### config.mk
export PLATFORM = sky130hd
export DESIGN_NAME = hazard_ctrl
export DESIGN_NICKNAME = d
export VERILOG_FILES = /design/src/rtl/hazard_ctrl.sv
export SDC_FILE = /design/constraint.sdc
export NUM_CORES = 1
export LEC_CHECK = 0
export ABC_CLOCK_PERIOD_IN_PS = 2500
export CAP_MARGIN = 0
export CORE_AREA = 10 10 90 76
export DETAILED_ROUTE_END_ITERATION = 7
export DIE_AREA = 0 0 100 86
export DONT_BUFFER_PORTS = 1
export GPL_TIMING_DRIVEN = 0
export PLACE_DENSITY = 0.59
export SKIP_LAST_GASP = 1
export SLEW_MARGIN = 40
export SYNTH_ARGS = -nofsm -noshare
export SYNTH_HDL_FRONTEND = slang
export SYNTH_SLANG_ARGS = --single-unit
### constraint.sdc
create_clock -name clk -period 2.5 [get_ports clk]
set_input_delay 0.5 -clock clk [delete_from_list [all_inputs] [get_ports clk]]
set_output_delay 0.5 -clock clk [all_outputs]
set_load 0.02 [all_outputs]
### src/rtl/hazard_ctrl.sv
`default_nettype none
// ---------------------------------------------------------------------------
// hazard_ctrl : front-end load/hold/flush sequencing for the five-stage core
// Revision    : 1.0
// ---------------------------------------------------------------------------
module hazard_ctrl #(
  parameter int MUL_LAT = 4,
  parameter int CNT_W   = 16
) (
  input  logic             clk,
  input  logic             reset,
  input  logic             start,
  input  logic             halt_req,
  input  logic [4:0]       id_rs,
  input  logic [4:0]       id_rt,
  input  logic             id_uses_rt,
  input  logic             id_jump,
  input  logic             ex_mem_read,
  input  logic [4:0]       ex_rt,
  input  logic             ex_branch_taken,
  input  logic             ex_mul_start,
  output logic             pc_en,
  output logic             ifid_en,
  output logic             ifid_wipe,
  output logic             idex_power,
  output logic             idex_wipe,
  output logic             mul_done,
  output logic [1:0]       state,
  output logic [CNT_W-1:0] stall_cnt,
  output logic [CNT_W-1:0] flush_cnt
);

  typedef enum logic [1:0] {
    IDLE = 2'd0,
    RUN  = 2'd1,
    MULW = 2'd2,
    HALT = 2'd3
  } state_t;

  localparam logic [3:0] MUL_INIT = 4'(MUL_LAT - 1);

  state_t     state_q;
  state_t     state_nxt;
  logic [3:0] cnt;
  logic [3:0] cnt_nxt;
  logic       load_use;
  logic       stall_inc;
  logic       flush_inc;

  assign state = state_q;

  assign load_use = ex_mem_read && (ex_rt != 5'd0) &&
                    ((ex_rt == id_rs) || (id_uses_rt && (ex_rt == id_rt)));

  // Outputs decode combinationally so they settle before the negedge sample.
  always_comb begin
    pc_en      = 1'b0;
    ifid_en    = 1'b0;
    ifid_wipe  = 1'b0;
    idex_power = 1'b0;
    idex_wipe  = 1'b0;
    mul_done   = 1'b0;
    stall_inc  = 1'b0;
    flush_inc  = 1'b0;
    state_nxt  = state_q;
    cnt_nxt    = cnt;
    case (state_q)
      IDLE: begin
        ifid_wipe = 1'b1;
        idex_wipe = 1'b1;
        if (start) state_nxt = RUN;
      end
      RUN: begin
        pc_en      = 1'b1;
        ifid_en    = 1'b1;
        idex_power = 1'b1;
        if (ex_branch_taken) begin
          ifid_wipe = 1'b1;
          idex_wipe = 1'b1;
          flush_inc = 1'b1;
        end else if (ex_mul_start) begin
          pc_en      = 1'b0;
          ifid_en    = 1'b0;
          idex_power = 1'b0;
          cnt_nxt    = MUL_INIT;
          state_nxt  = MULW;
        end else if (load_use) begin
          pc_en     = 1'b0;
          ifid_en   = 1'b0;
          idex_wipe = 1'b1;
          stall_inc = 1'b1;
        end else if (id_jump) begin
          ifid_wipe = 1'b1;
          flush_inc = 1'b1;
        end else if (halt_req) begin
          state_nxt = HALT;
        end
      end
      MULW: begin
        cnt_nxt = cnt - 4'd1;
        if (cnt == 4'd1) begin
          mul_done  = 1'b1;
          state_nxt = RUN;
        end
      end
      HALT: begin
        idex_power = 1'b1;
        idex_wipe  = 1'b1;
        if (start) state_nxt = RUN;
      end
      default: state_nxt = IDLE;
    endcase
  end

  always_ff @(posedge clk) begin
    if (reset) begin
      state_q   <= IDLE;
      cnt       <= 4'd0;
      stall_cnt <= '0;
      flush_cnt <= '0;
    end else begin
      state_q <= state_nxt;
      cnt     <= cnt_nxt;
      // Counters stick at all-ones rather than wrapping.
      if (stall_inc && (stall_cnt != {CNT_W{1'b1}}))
        stall_cnt <= stall_cnt + CNT_W'(1);
      if (flush_inc && (flush_cnt != {CNT_W{1'b1}}))
        flush_cnt <= flush_cnt + CNT_W'(1);
    end
  end

endmodule
`default_nettype wire

==> results.md <==
* Seq/Total Area, Yosys at 34.5%
* Proportion of layout cells with a drive suffix above 1 at 14.8%
* # hold bufs at CTS at 0
* Global route overflow at 0
* CTS sink count at 38
* Post-synth EDFFs at 0
* Max-Cap Viols at 0
* PortBufs at 0
* Number of fill cells at 507
* Drt first pass iters at 4
* Comb power frac at 33.2%
* Synth Net Count at 289
* RSZ-0062 raised after global routing: yes
* WP buf/inv at 0
* Worst Tran Pin Value at 570 ps
* Syn Inst Count at 257
* RePlAce Congestion at 0.774
* Post-DP HPWL at 4.17 mm
* CP arrival at 1920 ps
* Final WL at 5.41 mm
* DR vias at 1780
* Die height at 86 um
* Layout area overhead at 8.79%
* Psw at 656 uW
* Synthesized flop and latch total at 38
* CTS buffer count at 5
* Post-synth top flop: dfxtp_1
* Boundary pin count at 64
* Final setup violation count at 0
* Status: complete, no violations
* Die Area at 8600 sq um
* PnR worst setup slack at 79.3 ps
* Clock Skews at 7.67 ps
* Total Nets Final at 295
* Distinct cells, synth at 45
* Fmax at 413 MHz
* Largest stage delay, worst path at 360 ps
* Flop pwr share at 43.9%
* CTS tree: yes
* Multi-input gate area at 1390 sq um
* Clk_lat worst skew at 280 ps
* Initial Util at 44.3%
* Peak VDD IR at 558 uV
* Final worst hold slack at 418 ps
* Final hold vios at 0
* Setup Crit Path Kind: input pin to output pin
* Critical path's top delay family: simple AND/OR/NAND/NOR gates
* Core ar. at 4980 sq um
* Clock share of power at 22.9%
* Crit start category: input pin
* Post-synth ARST share at 0%
* CTS max path bufs at 2
* Sw Share at 38.4%
* Syn. warnings at 0
* Critical Path RT at 2000 ps
* Gr usage total at 12.5%
* CTS H-tree depth at 2
* Setup TNS at 0 ps
* Setup crit end kind: output pin
* Post-DRT Antenna Nets at 0
* Clk root buf: clkbuf_8
* Slowest CP cell: a31oi_2
* Hold Crit Class: input pin to flip-flop
* CTS clk-pin slew, worst paths at 70 ps
* Max FO, Critical Path at 3
* Inserted Diodes at 0
* Synthesized cell area at 2210 sq um
* Core Rows at 23
* Placement Setup Slack at -312 ps
* CP Cell Sequence: xor2_1 -> nor4_1 -> a32oi_2 -> nor2_2 -> nand2_1 -> a31oi_2
* Syn_area_per_cell at 8.59 sq um
* Vias in the first global route at 1744
* Routed len/inst at 16.6 um
* Worst relative slew slack at 61.6%
* Pwr Density at 713 nW/um^2
* Period utilization at 96.8%
* Leakage power total at 0.851 nW
* Iter 0 DRT Violations at 49
* P_int at 1.05 mW
* First-pass GRT wire length at 8.91 mm
* DRC violations left at 0
* DR vias/cell at 5.48
* Largest net degree at the start of global routing at 11
* Final Critical Period at 2420 ps
* Register Area at 769 sq um
* Pins Over Slew Limit at 0
* Die width at 100 um
* Initial antenna violation count at 0
cell usage in the layout, fill, tap and decap left out, types with 3 or more instances in the layout:
cell type	Yosys	routed
nor2_1	40	38
dfxtp_1	38	31
xor2_1	23	23
nand2_1	17	16
nand4_1	12	12
inv_1	10	10
clkbuf_1	9	9
xnor2_1	8	8
nor2b_1	8	8
and3_1	8	8
nand3_1	8	8
ha_1	8	7
dfxtp_2	0	7
a211oi_1	6	6
o21ai_0	5	5
a21oi_1	6	5
clkbuf_8	0	5
nor3_1	4	4
and2_1	4	4
nand2b_1	3	3
mux2i_1	3	3
a31o_2	3	3
mux2_2	3	3
cells by family (layout without fill, tap and decap cells):
group | count (synthesis) | in the layout | share of synthesized area, %
fa+ha+maj | 8 | 8 | 4.54
compound gates | 34 | 34 | 12.9
flops | 38 | 38 | 34.5
xor+xnor | 31 | 31 | 12.3
simple gates | 117 | 117 | 28.1
buf+inv | 21 | 27 | 3.80
mux | 8 | 8 | 3.91
area by class of cell:
type	instances	area share, %
buffer	9	1.62
clock buffer	7	3.18
inverter	10	1.56
multi-input combinational	198	58.1
sequential	38	32.0
tap	62	3.23
timing repair buffer	1	0.313
flip-flops by register name (all words and copies together), names as in the netlist:
| register | flops |
|---|---|
| flush_cnt | 16 |
| cnt | 4 |
| stall_cnt | 16 |
| state | 2 |
Yosys cell counts, drive strengths merged (3+ instances only):
| cell | n | share of area, % |
|---|---|---|
| o21ai | 7 | 2.1 |
| inv | 10 | 1.7 |
| xnor2 | 8 | 3.2 |
| a31o | 3 | 1.2 |
| mux2i | 3 | 1.4 |
| and2 | 4 | 1.1 |
| ha | 8 | 4.5 |
| nand3 | 10 | 2.7 |
| dfxtp | 38 | 34 |
| mux2 | 5 | 2.6 |
| nor3 | 4 | 0.91 |
| nand4 | 12 | 3.4 |
| nand2 | 17 | 2.9 |
| a21oi | 7 | 1.8 |
| clkbuf | 9 | 1.5 |
| a211oi | 7 | 2.9 |
| nor2b | 8 | 2.3 |
| nand2b | 3 | 0.85 |
| and3 | 8 | 2.3 |
| xor2 | 23 | 9.1 |
| nor2 | 41 | 7.3 |
worst paths after layout:
check / start / end / slack, ps / depth (start not counted)
max reg2reg: flush_cnt[3]$_SDFFE_PP0P_ / flush_cnt[15]$_SDFFE_PP0P_ / 130 / 7
min: ex_mul_start / state[0]$_SDFFE_PP0P_ / 420 / 3
min reg2reg: cnt[1]$_SDFFE_PP0P_ / cnt[1]$_SDFFE_PP0P_ / 530 / 2
max: ex_rt[3] / idex_wipe / 80 / 6
routing by layer:
layer / vias up / track usage [%] / routed length (um)
met5: - / 0 / 0
met1: 825 / 15.6 / 2550
li1: 905 / - / -
met3: 2 / 6.82 / 570
met2: 48 / 18.3 / 2270
met4: 0 / 3.21 / 21
timing repair:
| item | 4_1_cts | 5_1_grt |
|---|---|---|
| buffers inserted | 0 | 1 |
| gates resized for setup | 9 | 6 |
| setup endpoints to repair | 18 | 18 |
| pin swaps | 0 | 1 |
power by group through the flow:
stage / registers (mW) / clock network (mW) / logic (mW)
after CTS: 0.751 / 0.413 / 0.571
after detailed placement: 0.761 / 0 / 0.537
after global routing: 0.762 / 0.445 / 0.633
final: 0.751 / 0.392 / 0.568
after global placement: 0.761 / 0 / 0.527
after floorplan: 0.742 / 0 / 0.444
stage by stage:
stage	instance area, sq um	utilization, %	cells	total power [mW]
5_1_grt	2400	48.2	325	1.84
3_5_place_dp	2280	45.9	319	1.30
3_3_place_gp	2280	45.9	319	1.29
2_1_floorplan	2210	-	257	1.19
4_1_cts	2390	48.0	325	1.73
6_report	2400	48.2	325	1.71
tightest hold or removal path, delay by kind of cell:
| family | cells | cell delay (ps) |
|---|---|---|
| AOI/OAI and AO/OA | 2 | 130 |
| and+or+nand+nor | 1 | 30 |
No activity file was read; power rests on OpenSTA's default activity.
